**src/rtl/div32_iter_u5_gznk_pkg.sv**
```systemverilog
// Shared definitions for the iterative restoring divider.
// Optional macro DIV32_SIGNED_EN (used by the top) enables two's-complement division.
package div_pkg;

  localparam int DIV_DATA_W = 32;
  localparam int DIV_USR_W  = 5;
  localparam int DIV_CNT_W  = $clog2(DIV_DATA_W);

  typedef enum logic [1:0] {
    DIV_IDLE = 2'd0,
    DIV_CALC = 2'd1,
    DIV_DONE = 2'd2
  } div_state_e;

endpackage

```
**src/rtl/div32_iter_u5_gznk_step.sv**
```systemverilog
// One radix-2 restoring division step: shift the next dividend bit into the
// partial remainder, compare against the divisor, conditionally subtract.
module div32_step #(
  parameter int W = 32
) (
  input  logic [W-1:0] rem_i,
  input  logic [W-1:0] quo_i,
  input  logic [W-1:0] div_i,
  output logic [W-1:0] rem_o,
  output logic [W-1:0] quo_o
);

  logic [W:0]   shifted;
  logic [W-1:0] diff;

  // Shifted remainder is W+1 bits so the compare never overflows; when it is
  // >= divisor the difference is < 2^W, so W bits suffice for the subtraction.
  always_comb begin
    shifted = {rem_i, quo_i[W-1]};
    diff    = shifted[W-1:0] - div_i;
    rem_o   = shifted[W-1:0];
    quo_o   = {quo_i[W-2:0], 1'b0};
    if (shifted >= {1'b0, div_i}) begin
      rem_o    = diff;
      quo_o[0] = 1'b1;
    end
  end

endmodule

```
**src/rtl/div32_iter_u5_gznk.sv**
```systemverilog
// Iterative 32-bit restoring divider, fixed latency DATA_W+1 cycles, one op in flight.
// Define DIV32_SIGNED_EN to add the io_signed input and two's-complement division.
//
// state    | meaning
// DIV_IDLE | ready, waiting for io_in_en
// DIV_CALC | DATA_W restoring steps, counter DATA_W-1 down to 0
// DIV_DONE | result valid (io_out_en), returns to IDLE after one unstalled cycle
module div32_iter_u5_gznk
  import div_pkg::*;
#(
  parameter int DATA_W = DIV_DATA_W,
  parameter int USR_W  = DIV_USR_W
) (
  input  logic              clock,
  input  logic              reset,
  input  logic              io_stop,
  input  logic [DATA_W-1:0] io_in1,
  input  logic [DATA_W-1:0] io_in2,
  input  logic [USR_W-1:0]  io_in_usr,
  input  logic              io_in_en,
`ifdef DIV32_SIGNED_EN
  input  logic              io_signed,
`endif
  output logic              io_in_rdy,
  output logic [DATA_W-1:0] io_result_l,
  output logic [DATA_W-1:0] io_result_h,
  output logic [USR_W-1:0]  io_out_usr,
  output logic              io_out_en
);

  localparam int              CNT_W    = $clog2(DATA_W);
  localparam logic [CNT_W-1:0] CNT_LAST = CNT_W'(DATA_W - 1);

  div_state_e        state_q, state_d;
  logic [CNT_W-1:0]  cnt_q, cnt_d;
  logic [DATA_W-1:0] rem_q, rem_d, quo_q, quo_d, div_q, div_d;
  logic [USR_W-1:0]  usr_q, usr_d, out_usr_q, out_usr_d;
  logic              qneg_q, qneg_d, rneg_q, rneg_d;
  logic [DATA_W-1:0] res_l_q, res_l_d, res_h_q, res_h_d;
  logic [DATA_W-1:0] step_rem, step_quo;
  logic [DATA_W-1:0] in1_mag, in2_mag;
  logic              signed_op, accept;

`ifdef DIV32_SIGNED_EN
  assign signed_op = io_signed;
`else
  assign signed_op = 1'b0;
`endif

  assign accept  = (state_q == DIV_IDLE) && io_in_en && !io_stop;
  assign in1_mag = (signed_op && io_in1[DATA_W-1]) ? (~io_in1 + 1'b1) : io_in1;
  assign in2_mag = (signed_op && io_in2[DATA_W-1]) ? (~io_in2 + 1'b1) : io_in2;

  div32_step #(.W(DATA_W)) u_step (
    .rem_i (rem_q),
    .quo_i (quo_q),
    .div_i (div_q),
    .rem_o (step_rem),
    .quo_o (step_quo)
  );

  // State register
  always_ff @(posedge clock) begin
    if (reset) state_q <= DIV_IDLE;
    else       state_q <= state_d;
  end

  // Next-state logic; a stall holds the current state
  always_comb begin
    state_d = state_q;
    if (!io_stop) begin
      case (state_q)
        DIV_IDLE: if (io_in_en) state_d = DIV_CALC;
        DIV_CALC: if (cnt_q == '0) state_d = DIV_DONE;
        DIV_DONE: state_d = DIV_IDLE;
        default:  state_d = DIV_IDLE;
      endcase
    end
  end

  // State-decoded handshake outputs
  always_comb begin
    io_in_rdy = (state_q == DIV_IDLE);
    io_out_en = (state_q == DIV_DONE);
  end

  // Datapath next values: capture magnitudes on accept, iterate in CALC, fix signs on last step.
  // A zero divisor never negates the quotient so it stays all-ones in both modes.
  always_comb begin
    cnt_d     = cnt_q;
    rem_d     = rem_q;
    quo_d     = quo_q;
    div_d     = div_q;
    usr_d     = usr_q;
    qneg_d    = qneg_q;
    rneg_d    = rneg_q;
    res_l_d   = res_l_q;
    res_h_d   = res_h_q;
    out_usr_d = out_usr_q;
    if (accept) begin
      rem_d  = '0;
      quo_d  = in1_mag;
      div_d  = in2_mag;
      cnt_d  = CNT_LAST;
      usr_d  = io_in_usr;
      qneg_d = signed_op && (io_in2 != '0) && (io_in1[DATA_W-1] ^ io_in2[DATA_W-1]);
      rneg_d = signed_op && io_in1[DATA_W-1];
    end else if (!io_stop && state_q == DIV_CALC) begin
      rem_d = step_rem;
      quo_d = step_quo;
      if (cnt_q != '0) begin
        cnt_d = cnt_q - 1'b1;
      end else begin
        res_l_d   = qneg_q ? (~step_quo + 1'b1) : step_quo;
        res_h_d   = rneg_q ? (~step_rem + 1'b1) : step_rem;
        out_usr_d = usr_q;
      end
    end
  end

  // Datapath registers
  always_ff @(posedge clock) begin
    if (reset) begin
      cnt_q     <= '0;
      rem_q     <= '0;
      quo_q     <= '0;
      div_q     <= '0;
      usr_q     <= '0;
      qneg_q    <= 1'b0;
      rneg_q    <= 1'b0;
      res_l_q   <= '0;
      res_h_q   <= '0;
      out_usr_q <= '0;
    end else begin
      cnt_q     <= cnt_d;
      rem_q     <= rem_d;
      quo_q     <= quo_d;
      div_q     <= div_d;
      usr_q     <= usr_d;
      qneg_q    <= qneg_d;
      rneg_q    <= rneg_d;
      res_l_q   <= res_l_d;
      res_h_q   <= res_h_d;
      out_usr_q <= out_usr_d;
    end
  end

  assign io_result_l = res_l_q;
  assign io_result_h = res_h_q;
  assign io_out_usr  = out_usr_q;

endmodule
```
**config.mk**
```make
export PLATFORM = sky130hd
export DESIGN_NAME = div32_iter_u5_gznk
export DESIGN_NICKNAME = d
export VERILOG_FILES = /design/src/rtl/div32_iter_u5_gznk_pkg.sv /design/src/rtl/div32_iter_u5_gznk_step.sv /design/src/rtl/div32_iter_u5_gznk.sv
export SDC_FILE = /design/constraint.sdc
export NUM_CORES = 1
export LEC_CHECK = 0
export BUFFER_PORTS_ARGS = -buffer_cell sky130_fd_sc_hd__buf_2
export CELL_PAD_IN_SITES_DETAIL_PLACEMENT = 0
export CELL_PAD_IN_SITES_GLOBAL_PLACEMENT = 1
export CORE_UTILIZATION = 45
export DETAILED_ROUTE_END_ITERATION = 12
export PLACE_DENSITY_LB_ADDON = 0.1
export SYNTH_ARGS = -nofsm -noshare
export SYNTH_HDL_FRONTEND = slang
export SYNTH_SLANG_ARGS = --single-unit
```
**constraint.sdc**
```tcl
create_clock -name clock -period 4.9 [get_ports clock]
set_clock_uncertainty 0.15 [all_clocks]
set_input_delay 0.245 -clock clock [delete_from_list [all_inputs] [get_ports clock]]
set_output_delay 0.245 -clock clock [all_outputs]
set_load 0.005 [all_outputs]
```
# --- Word-level counts from Yosys, hierarchy flattened ---
# Cells that the tools add are included.
op_classes:
  order_cmp: 1
  eq_ne: 4
  mux: 10
  bitwise_logic: 3
  n_reduce_logical: 13
  add_sub_neg: 2
op_table:
  columns: ["operator", "n"]
  rows:
  - ["$mux W32", 3]
  - ["$ge A33 B32 Y1", 1]
  - ["$sub A32 B32 Y32", 1]
  - ["$mux W5", 3]
  - ["$reduce_and A3 Y1", 2]
  - ["$logic_not A5 Y1", 1]
  - ["$reduce_bool A5 Y1", 1]
  - ["$sub A5 B1 Y5 const B", 1]
  - ["$mux W2", 2]
  - ["$ne A2 B2 Y1 const B", 2]
  - ["$pmux W2 S2", 1]
  - ["$reduce_bool A2 Y1", 2]
  - ["$logic_and A1 B1 Y1", 3]
  - ["$not A1 Y1", 3]
  - ["$eq A2 B1 Y1 const B", 1]
  - ["$eq A2 B2 Y1 const B", 1]
  - ["$logic_not A2 Y1", 1]
  - ["$reduce_and A2 Y1", 1]
  - ["$reduce_or A2 Y1", 1]
  - ["$logic_not A1 Y1", 1]
  - ["$mux W1", 1]
totals:
  output_inout_bits: 71
  regBits: 177

# --- Depth between registers and ports, before layout ---
# Gate-level depths: netlist of run 1.
depth:
  word_depth: 5
  ltp_mapped: 13
  depth_no_buf: 11

# --- Hierarchy ---
# Synthesis of run 1 repeated with hierarchy kept, for this count alone.
unflattened:
  cells_unflattened: 1147
  area_unflattened_um2: 8937.3
modules_own_cells:
  columns: ["mod", "seq_area_each_um2", "n_inst", "cells_each", "area_each_um2"]
  rows:
  - ["div32_iter_u5_gznk", 3543.4, 1, 793, 6373.6]
  - ["div32_step", 0.0, 1, 354, 2563.7]

# --- Worst setup path after synthesis of run 1 ---
# No wires, ideal clock.
synth_path:
  kind: "reg2reg"
  from: "reg div_q[14]"
  to: "reg res_h_q[5], in the netlist io_result_h[5]"
  setup_ns: 0.132
  path_slack_ns: 1.842
  path_buffers: 2
  path_stages_with_launch: 13
  t_arrival_ns: 2.775
  synth_period_minus_slack_ns: 3.058
  required_time_ns: 4.618
  cell_sequence: "dfxtp_1 -> inv_1 -> ha_1 -> buf_6 -> a21o_1 -> nor2b_1 -> or4b_1 -> a311o_1 -> a211oi_2 -> nor2_4 -> buf_6 -> mux2i_1 -> a21oi_1"
synth_between:
  elab_chain_len: 2
synth_rtl:
  columns: ["element", "line", "rtl"]
  rows:
  - ["start: declaration", "div32_iter_u5_gznk.sv:36", "logic [DATA_W-1:0] rem_q, rem_d, quo_q, quo_d, div_q, div_d;"]
  - ["start signal: assignment", "div32_iter_u5_gznk.sv:138", "div_q <= div_d;"]
  - ["$ge A33 B32 Y1", "div32_iter_u5_gznk_step.sv:23", "if (shifted >= {1'b0, div_i}) begin"]
  - ["$mux W32", "div32_iter_u5_gznk_step.sv:23", null]
  - ["end signal: assignment", "div32_iter_u5_gznk.sv:143", "res_h_q <= res_h_d;"]
  - ["end: declaration", "div32_iter_u5_gznk.sv:39", "logic [DATA_W-1:0] res_l_q, res_l_d, res_h_q, res_h_d;"]
# Every way passes these cells.
# A chain may end at the register's enable or synchronous reset.

# --- Final worst setup path of run 1 ---
layout_path:
  from: "reg div_q[19]"
  to: "reg res_h_q[31], in the netlist io_result_h[31]"
layout_between:
  elab_chain_len: 2
layout_rtl:
  columns: ["element", "line"]
  rows:
  - ["$sub A32 B32 Y32 or $ge A33 B32 Y1 (tied branches)", "div32_iter_u5_gznk_step.sv:20, div32_iter_u5_gznk_step.sv:23"]
  - ["$mux W32 (*)", "div32_iter_u5_gznk_step.sv:23"]
# Every way passes the cells marked *; elsewhere a longest branch is shown, timed or not.

==> results of run 1 <==
-- layout make-up --
class,instances,area share (%)
multi-input cells,815,43.40
clock inverters,14,1.311
clock buffers,18,4.071
well taps,260,3.016
repair buffers,224,13.89
inverters,42,1.461
flip-flops and latches,177,32.85
-- final timing paths --
check | startpoint | end | slack (ps) | cells after the start
hold / removal | io_in2[16] | div_q[16] | 10 | 3
hold reg to reg | io_result_l[3] | io_result_l[3] | 300 | 2
setup reg to reg | div_q[19] | io_result_h[31] | 1010 | 10
setup / recovery | div_q[19] | io_result_h[31] | 1010 | 10
-- cell families (layout without fill, tap and decap cells) --
kind of cell,Yosys count,count (layout),synth area share [%]
compound gates,382,382,26.04
buf+inv,116,298,5.527
flops,177,177,40.76
fa+ha+maj,35,35,5.124
simple gates,356,356,18.03
xor+xnor,23,23,2.317
mux,19,19,2.202
-- through the flow --
stage	hold WS, ps	area, um^2	instances	power [mW]
floorplan	231.0	8693	1108	2.637
global placement	288.4	9517	1449	2.965
detailed placement	294.2	9517	1449	2.960
CTS	14.35	10790	1550	4.356
global route	19.79	10790	1550	4.580
finish	11.85	10790	1550	4.338
-- synthesized netlist by cell type (3+ instances only) --
cell | count | area, um^2
a22oi_1 | 33 | 247.7
xor2_1 | 11 | 96.34
clkbuf_1 | 65 | 244.0
and2_1 | 8 | 50.05
ha_1 | 34 | 425.4
o21a_1 | 13 | 97.59
o21ai_1 | 3 | 15.01
nand4_1 | 12 | 75.07
a31oi_1 | 8 | 50.05
or2_2 | 3 | 18.77
nand3_1 | 16 | 80.08
o31a_1 | 5 | 43.79
and3_1 | 11 | 68.82
nor2_1 | 43 | 161.4
mux2i_1 | 18 | 180.2
a21o_1 | 12 | 90.09
nor3_1 | 17 | 85.08
o21bai_1 | 5 | 37.54
o21ai_0 | 64 | 320.3
a21oi_1 | 189 | 945.9
nand2b_1 | 3 | 18.77
nor4_1 | 5 | 31.28
dfxtp_1 | 177 | 3543
a211o_1 | 3 | 26.28
xnor2_1 | 12 | 105.1
inv_1 | 41 | 153.9
nor2b_1 | 6 | 37.54
a211oi_1 | 18 | 135.1
o211ai_1 | 8 | 60.06
a41oi_1 | 5 | 43.79
buf_6 | 4 | 45.04
nand2_1 | 217 | 814.5
-- registers in the layout, summed over array words and instances (netlist names) --
signal	count
rem_q	32
io_out_usr	5
cnt_q	5
io_result_h	32
div_q	32
usr_q	5
state_q	2
quo_q	32
io_result_l	32
-- tightest hold or removal path: cells and delay by family --
| family | cells | cell delay (ps) |
|---|---|---|
| simple gates | 1 | 130 |
| buf+inv | 1 | 100 |
| compound gates | 1 | 80 |
-- per-layer routing --
layer | part of all wire, % | wire, um | vias to the layer above
li1 | - | - | 4242
met1 | 48 | 12260 | 3945
met2 | 46 | 11870 | 178
met3 | 4.2 | 1082 | 29
met4 | 1.6 | 408 | 0
met5 | 0 | 0 | -
-- report_power, final --
group	switching (mW)	internal [mW]
logic	0.879	0.547
registers	0.0526	1.51
clock network	0.655	0.691
==> flow_summary.json, run 1 <==
{
  "regArea_um2": 3543,
  "grt-ovfl-total": 0,
  "maxCapViolCount": 0,
  "worstSetupPathType": "reg -> reg",
  "grt_pass1_vias": 8285,
  "synthCells": 1108,
  "hold_viol": 0,
  "cp-end-kind": "flip-flop",
  "ir_worst_vdd_uv": 263.5,
  "clock-sinks": 177,
  "final_common_cell": "nand2_1",
  "avgSynthCellArea_um2": 7.846,
  "drive_above_1_share_pct": 16.12,
  "yosysSeqAreaShare_pct": 40.76,
  "cp.required_ps": 5120,
  "cts_hold_buf": 69,
  "nets": 1385,
  "root_buffer": "clkbuf_16",
  "worstPathMaxFanout": 20,
  "fin_util_pct": 57.29,
  "status": "completed",
  "ant_nets": 0,
  "start_util_pct": 46.17,
  "path_cells": "inv_1 > ha_1 > nand4_1 > nor4_1 > nor2b_1 > a211oi_1 > a31oi_2 > nand2_2 > or3b_2 > a31oi_1",
  "p_per_area_nw_per_um2": 402.1,
  "finalCriticalPeriod_ps": 3887,
  "die-area_um2": 19880,
  "ys_ff_latch": 177,
  "grt_start_max_net_pins": 73,
  "p_leak_nw": 4.422,
  "tightest_slew_ps": 1017,
  "die_w_um": 141.0,
  "wl_um": 25620,
  "syn_area_um2": 8693,
  "grtUsageMet1_pct": 35.36,
  "max_freq_mhz": 257.3,
  "multiInputGateArea_um2": 4682,
  "layout_common_cells": "nand2_1 (216), a21oi_1 (189), dfxtp_1 (177)",
  "pre_cts_ws_ps": 1145,
  "setup_ws_ps": 1013,
  "diodes": 0,
  "grt_use_total_pct": 26.88,
  "drt_iter0_markers": 437,
  "num-fill-cells": 1858,
  "drc": 0,
  "areaGrowthSynthToFinish_pct": 24.09,
  "relSlewSlack_pct": 31.94,
  "min_period_over_period_pct": 79.32,
  "cts_tree": "built",
  "core_area_um2": 18830,
  "slowest_stage": "or3b_2",
  "synth_edf_count": 0,
  "cpPeakStageDelay_ps": 600,
  "worst-endpoint-arrival_ps": 4100,
  "yosysUniqueCellTypes": 64,
  "busiest_layer": "met2",
  "crit_buf_inv": 1,
  "port_buffers": 143,
  "ios": 144,
  "cts_setup_buffers": 0,
  "htreeDepth": 4,
  "slew_viol_final": 0,
  "cts_buffers": 17,
  "use_met3_pct": 4.891,
  "syn-num-nets": 1216,
  "ys_async_sr_fraction_pct": 0,
  "setup.worst_path.start_class": "flip-flop",
  "rows": 50,
  "gp_congestion": 0.8724,
  "use_met2_pct": 44.44,
  "cts_buffer_depth": 2,
  "viasPerCell": 5.415,
  "yosysWarnings": 0,
  "setup_viol": 0,
  "wl_per_cell_um": 16.53,
  "rsz0062_at_grt": "false",
  "antenna_found_initial": 0,
  "ys.flop_type": "dfxtp_1",
  "path_delay_family": "simple AND/OR/NAND/NOR gates",
  "hpwlAfterDp_um": 17190,
  "firstDrtPassIters": 5,
  "fin_tns_setup_ps": 0,
  "grt_pass1_wl_um": 42320,
  "die_h_um": 141.0,
  "cts_resized": 0,
  "path_clk_slew_ps": 70,
  "num_vias": 8394,
  "clock_latency_ps": 440,
  "hold_path_class": "in -> reg"
}
Note: power is estimated with default switching activity, not from simulation.
==> run 2: changes to the inputs <==
- CORE_UTILIZATION: 45 -> 42
- clock period: 4.9 -> 3.7 ns (I/O delays scaled with it)
==> run 2 against run 1 <==
Against the previous run: wire length grew 3.1%; worst hold slack better by 64 ps; first-iteration DRC count is 5.7% higher; setup slack worse by 720 ps; final cell count rose by 1.6%; fmax grew 14%; global-route usage decreased by 1.5 points; critical path type unchanged; largest power group unchanged; highest routed layer unchanged.
==> flow_summary.json, run 2 (same netlist as run 1, synthesis figures left out) <==
{
  "status": "completed",
  "worst-endpoint-arrival_ps": 3590,
  "p_leak_nw": 4.499,
  "gp_congestion": 0.9206,
  "maxCapViolCount": 0,
  "ir_worst_vdd_uv": 313.4,
  "cts_tree": "built",
  "clock-sinks": 177,
  "hpwlAfterDp_um": 18210,
  "ios": 144,
  "relSlewSlack_pct": 43.91,
  "finish.instance_area_um2": 10940,
  "cts_resized": 0,
  "hold_viol": 0,
  "grt_start_max_net_pins": 75,
  "cts_buffer_depth": 2,
  "setup_viol": 0,
  "wl_per_cell_um": 16.76,
  "min_period_over_period_pct": 92.01,
  "finalCriticalPeriod_ps": 3404,
  "cp-end-kind": "flip-flop",
  "ant_nets": 0,
  "slew_viol_final": 0,
  "setup.worst_path.start_class": "flip-flop",
  "viasPerCell": 5.333,
  "cts_buffers": 17,
  "placed_cell_area_um2": 9643,
  "clock_latency_ps": 440,
  "rsz0062_at_grt": "false",
  "nets": 1401,
  "max_freq_mhz": 293.7,
  "antenna_found_initial": 0,
  "worstSetupPathType": "reg -> reg",
  "areaGrowthSynthToFinish_pct": 25.81,
  "diodes": 0,
  "cp.required_ps": 3880,
  "drt_iter0_markers": 462,
  "start_util_pct": 42.96,
  "tightest_slew_ps": 841.4,
  "root_buffer": "clkbuf_16",
  "grt-ovfl-total": 0,
  "worstPathMaxFanout": 12,
  "die_h_um": 145.9,
  "htreeDepth": 4,
  "num-fill-cells": 1996,
  "drive_above_1_share_pct": 17.01,
  "drc": 0,
  "grt_pass1_vias": 8284,
  "rows": 52,
  "die_w_um": 145.9,
  "die-area_um2": 21280,
  "cts_hold_buf": 70,
  "grt_use_total_pct": 25.39,
  "fin_tns_setup_ps": 0,
  "core_area_um2": 20230,
  "num_vias": 8400,
  "firstDrtPassIters": 6,
  "p_per_area_nw_per_um2": 541.1,
  "final_common_cell": "nand2_1",
  "path_clk_slew_ps": 70,
  "layout_common_cells": "nand2_1 (216), a21oi_1 (189), dfxtp_1 (177)",
  "hold_path_class": "in -> reg",
  "wl_um": 26400,
  "cts_setup_buffers": 0,
  "port_buffers": 143,
  "grt_pass1_wl_um": 43200
}
[run 2: through the flow]
stage	power [mW]	util [%]	worst slack (ps)	hold slack, ps	std cells
2_1_floorplan	3.493	-	642.1	171.0	1108
3_3_place_gp	4.049	47.66	400.1	277.1	1474
3_5_place_dp	4.038	47.66	320.5	281.1	1474
4_1_cts	5.953	54.05	297.1	78.19	1575
5_1_grt	6.253	54.05	52.12	95.86	1575
6_report	5.918	54.05	295.7	76.05	1575
[run 2: layout make-up]
cell class              instances  area (um^2)  share of cell area (%)
inverters                      42        157.7                   1.441
multi-input cells             815         4683                   42.82
well taps                     270        337.8                   3.089
clock inverters                14        167.7                   1.533
clock buffers                  17        425.4                   3.890
flip-flops and latches        177         3543                   32.40
repair buffers                240         1622                   14.83
[run 2: layer usage]
| metal | vias up | share of wire, % | track usage [%] |
|---|---|---|---|
| met5 | - | 0 | 0 |
| met4 | 0 | 1.4 | 7.316 |
| met3 | 25 | 3.9 | 4.922 |
| met2 | 187 | 47 | 41.67 |
| met1 | 3933 | 48 | 33.76 |
| li1 | 4255 | - | - |
[run 2: worst max-delay path: stages (launching register included)]
cell      delay, ps
dfxtp_1         330
inv_1            40
ha_1            360
a21oi_2         260
o211ai_1        140
or4b_1          490
a311o_1         390
a211oi_2        440
nor2_4           70
buf_4           220
mux2i_1         160
a211oi_1        260
[run 2: path summary, 6_finish.rpt]
kind             start              end  slack [ps]  depth (start not counted)
max          div_q[11]  io_result_h[20]         300                         11
min              reset       state_q[0]          80                          2
max reg2reg  div_q[11]  io_result_h[20]         300                         11
min reg2reg  div_q[17]        div_q[17]         300                          2
[run 2: report_power, final]
| group | internal (mW) | total [mW] | switching, mW | leakage [nW] |
|---|---|---|---|---|
| Sequential | 2.00 | 2.08 | 0.0721 | 1.44 |
| Combinational | 0.807 | 1.99 | 1.19 | 2.78 |
| Clock | 0.964 | 1.85 | 0.886 | 0.281 |
==> run 3: changes to the inputs <==
- CORE_UTILIZATION: 42 -> 40
==> run 3 against run 2 <==
Against the previous run: clock power down 2%; count of clock-buffer cells in the layout increased by 1; die area grew 4.9%; design area increased by 0.21%; global-route usage shrank 1.3 points; first-iteration DRC count is 6.1% higher; sequential share of layout area fell by 0.067 points; critical path depth is the same; final cell count increased by 0.38%; non-clock buffer count did not move; flip-flop and latch count unchanged; critical path type unchanged.
==> flow_summary.json, run 3 (same netlist as run 1, synthesis figures left out) <==
{
  "antenna_found_initial": 0,
  "htreeDepth": 4,
  "grt_pass1_vias": 7934,
  "setup_viol": 0,
  "slew_viol_final": 0,
  "grt-ovfl-total": 0,
  "min_period_over_period_pct": 93.23,
  "viasPerCell": 5.361,
  "clock_latency_ps": 440,
  "tightest_slew_ps": 734.9,
  "fin_tns_setup_ps": 0,
  "power_mw": 5.869,
  "setup.worst_path.start_class": "flip-flop",
  "rsz0062_at_grt": "false",
  "hold_depth": 4,
  "max_freq_mhz": 289.9,
  "cts_resized": 0,
  "start_util_pct": 41.10,
  "port_buffers": 143,
  "gp_congestion": 0.8852,
  "grt_start_max_net_pins": 64,
  "finalCriticalPeriod_ps": 3449,
  "die_w_um": 149.4,
  "drc": 0,
  "ant_nets": 0,
  "path_delay_family": "compound AO/OA/AOI/OAI gates",
  "wl_um": 26380,
  "rows": 53,
  "areaGrowthSynthToFinish_pct": 26.07,
  "clock-sinks": 177,
  "hold_path_class": "in -> reg",
  "cts_buffer_depth": 2,
  "drive_above_1_share_pct": 17.00,
  "crit_buf_inv": 2,
  "num_vias": 8475,
  "worst-endpoint-arrival_ps": 3620,
  "die-area_um2": 22330,
  "ir_worst_vdd_uv": 297.8,
  "path_cells": "inv_1 > ha_1 > a21oi_2 > o211ai_1 > or4b_1 > a311o_1 > a211o_1 > nand2_2 > buf_4 > nor2_1 > o31a_1",
  "grt_pass1_wl_um": 42300,
  "drt_iter0_markers": 490,
  "whs_ps": 133.1,
  "nets": 1401,
  "relSlewSlack_pct": 51.01,
  "r2r_cells": 11,
  "diodes": 0,
  "grt_use_total_pct": 24.09,
  "core_area_um2": 21150,
  "placedCellCount": 1479,
  "cpPeakStageDelay_ps": 490,
  "slowest_stage": "or4b_1",
  "status": "completed",
  "layoutNonFillerInstCount": 1581,
  "wl_per_cell_um": 16.69,
  "finish.instance_area_um2": 10960,
  "cts_buffers": 17,
  "worstSetupPathType": "reg -> reg",
  "path_clk_slew_ps": 70,
  "root_buffer": "clkbuf_16",
  "worstPathMaxFanout": 9,
  "p_leak_nw": 4.513,
  "p_per_area_nw_per_um2": 535.5,
  "cp-end-kind": "flip-flop",
  "hold_viol": 0,
  "path_depth": 11,
  "placed_cell_area_um2": 9662,
  "die_h_um": 149.4,
  "cp.required_ps": 3870,
  "ios": 144,
  "hpwlAfterDp_um": 18370,
  "maxCapViolCount": 0,
  "final_common_cell": "nand2_1",
  "layout_common_cells": "nand2_1 (216), a21oi_1 (189), dfxtp_1 (177)",
  "firstDrtPassIters": 5,
  "cts_tree": "built"
}
-- run 3: cell count changes in the layout (fill, tap and decap cells not counted) --
| cell | change |
|---|---|
| clkinv_4 | +3 |
| clkinv_8 | +3 |
| clkinvlp_4 | -3 |
| inv_8 | -2 |
| buf_12 | +1 |
| buf_4 | -1 |
| bufinv_16 | -1 |
| clkbuf_1 | +1 |
-- run 3: cell type report --
cell class              count  area, um^2
flip-flops and latches    177        3543
repair buffers            240        1634
fillers                  2117       10190
well taps                 275       344.1
clock inverters            14       167.7
clock buffers              18       429.2
multi-input cells         815        4683
inverters                  42       157.7
-- run 3: timing repair --
item	in CTS	in global routing
hold buffers	70	0
endpoints found under the hold margin	71	0
setup buffers	0	0
-- run 3: per-layer routing --
layer	up-vias	global-route usage, %	share of wire, %
met3	27	5.091	4.8
met5	-	0	0
met4	0	7.245	1.8
met2	189	38.17	46
met1	3987	32.64	48
li1	4272	-	-
-- run 3: report_power, final --
group | switching, mW | internal [mW]
clock network | 0.903 | 0.911
registers | 0.0724 | 2.00
logic | 1.18 | 0.795
total | 2.16 | 3.71
-- run 3: worst paths after layout --
path / startpoint / end / slack [ps]
min reg2reg: io_result_l[30] / io_result_l[30] / 300
max: div_q[11] / rem_q[28] / 250
max reg2reg: div_q[11] / rem_q[28] / 250
min: reset / rem_q[0] / 130
-- run 3: stage by stage --
stage	util (%)	setup slack [ps]
6_report	51.81	250.5
3_5_place_dp	45.67	307.8
5_1_grt	51.81	28.66
4_1_cts	51.81	284.2
3_3_place_gp	45.67	403.5
2_1_floorplan	-	642.1
-- run 3: worst min-delay path, stage by stage --
cell and delay [ps]:
buf_4 120, nor2_1 60, buf_4 190, o21a_1 110
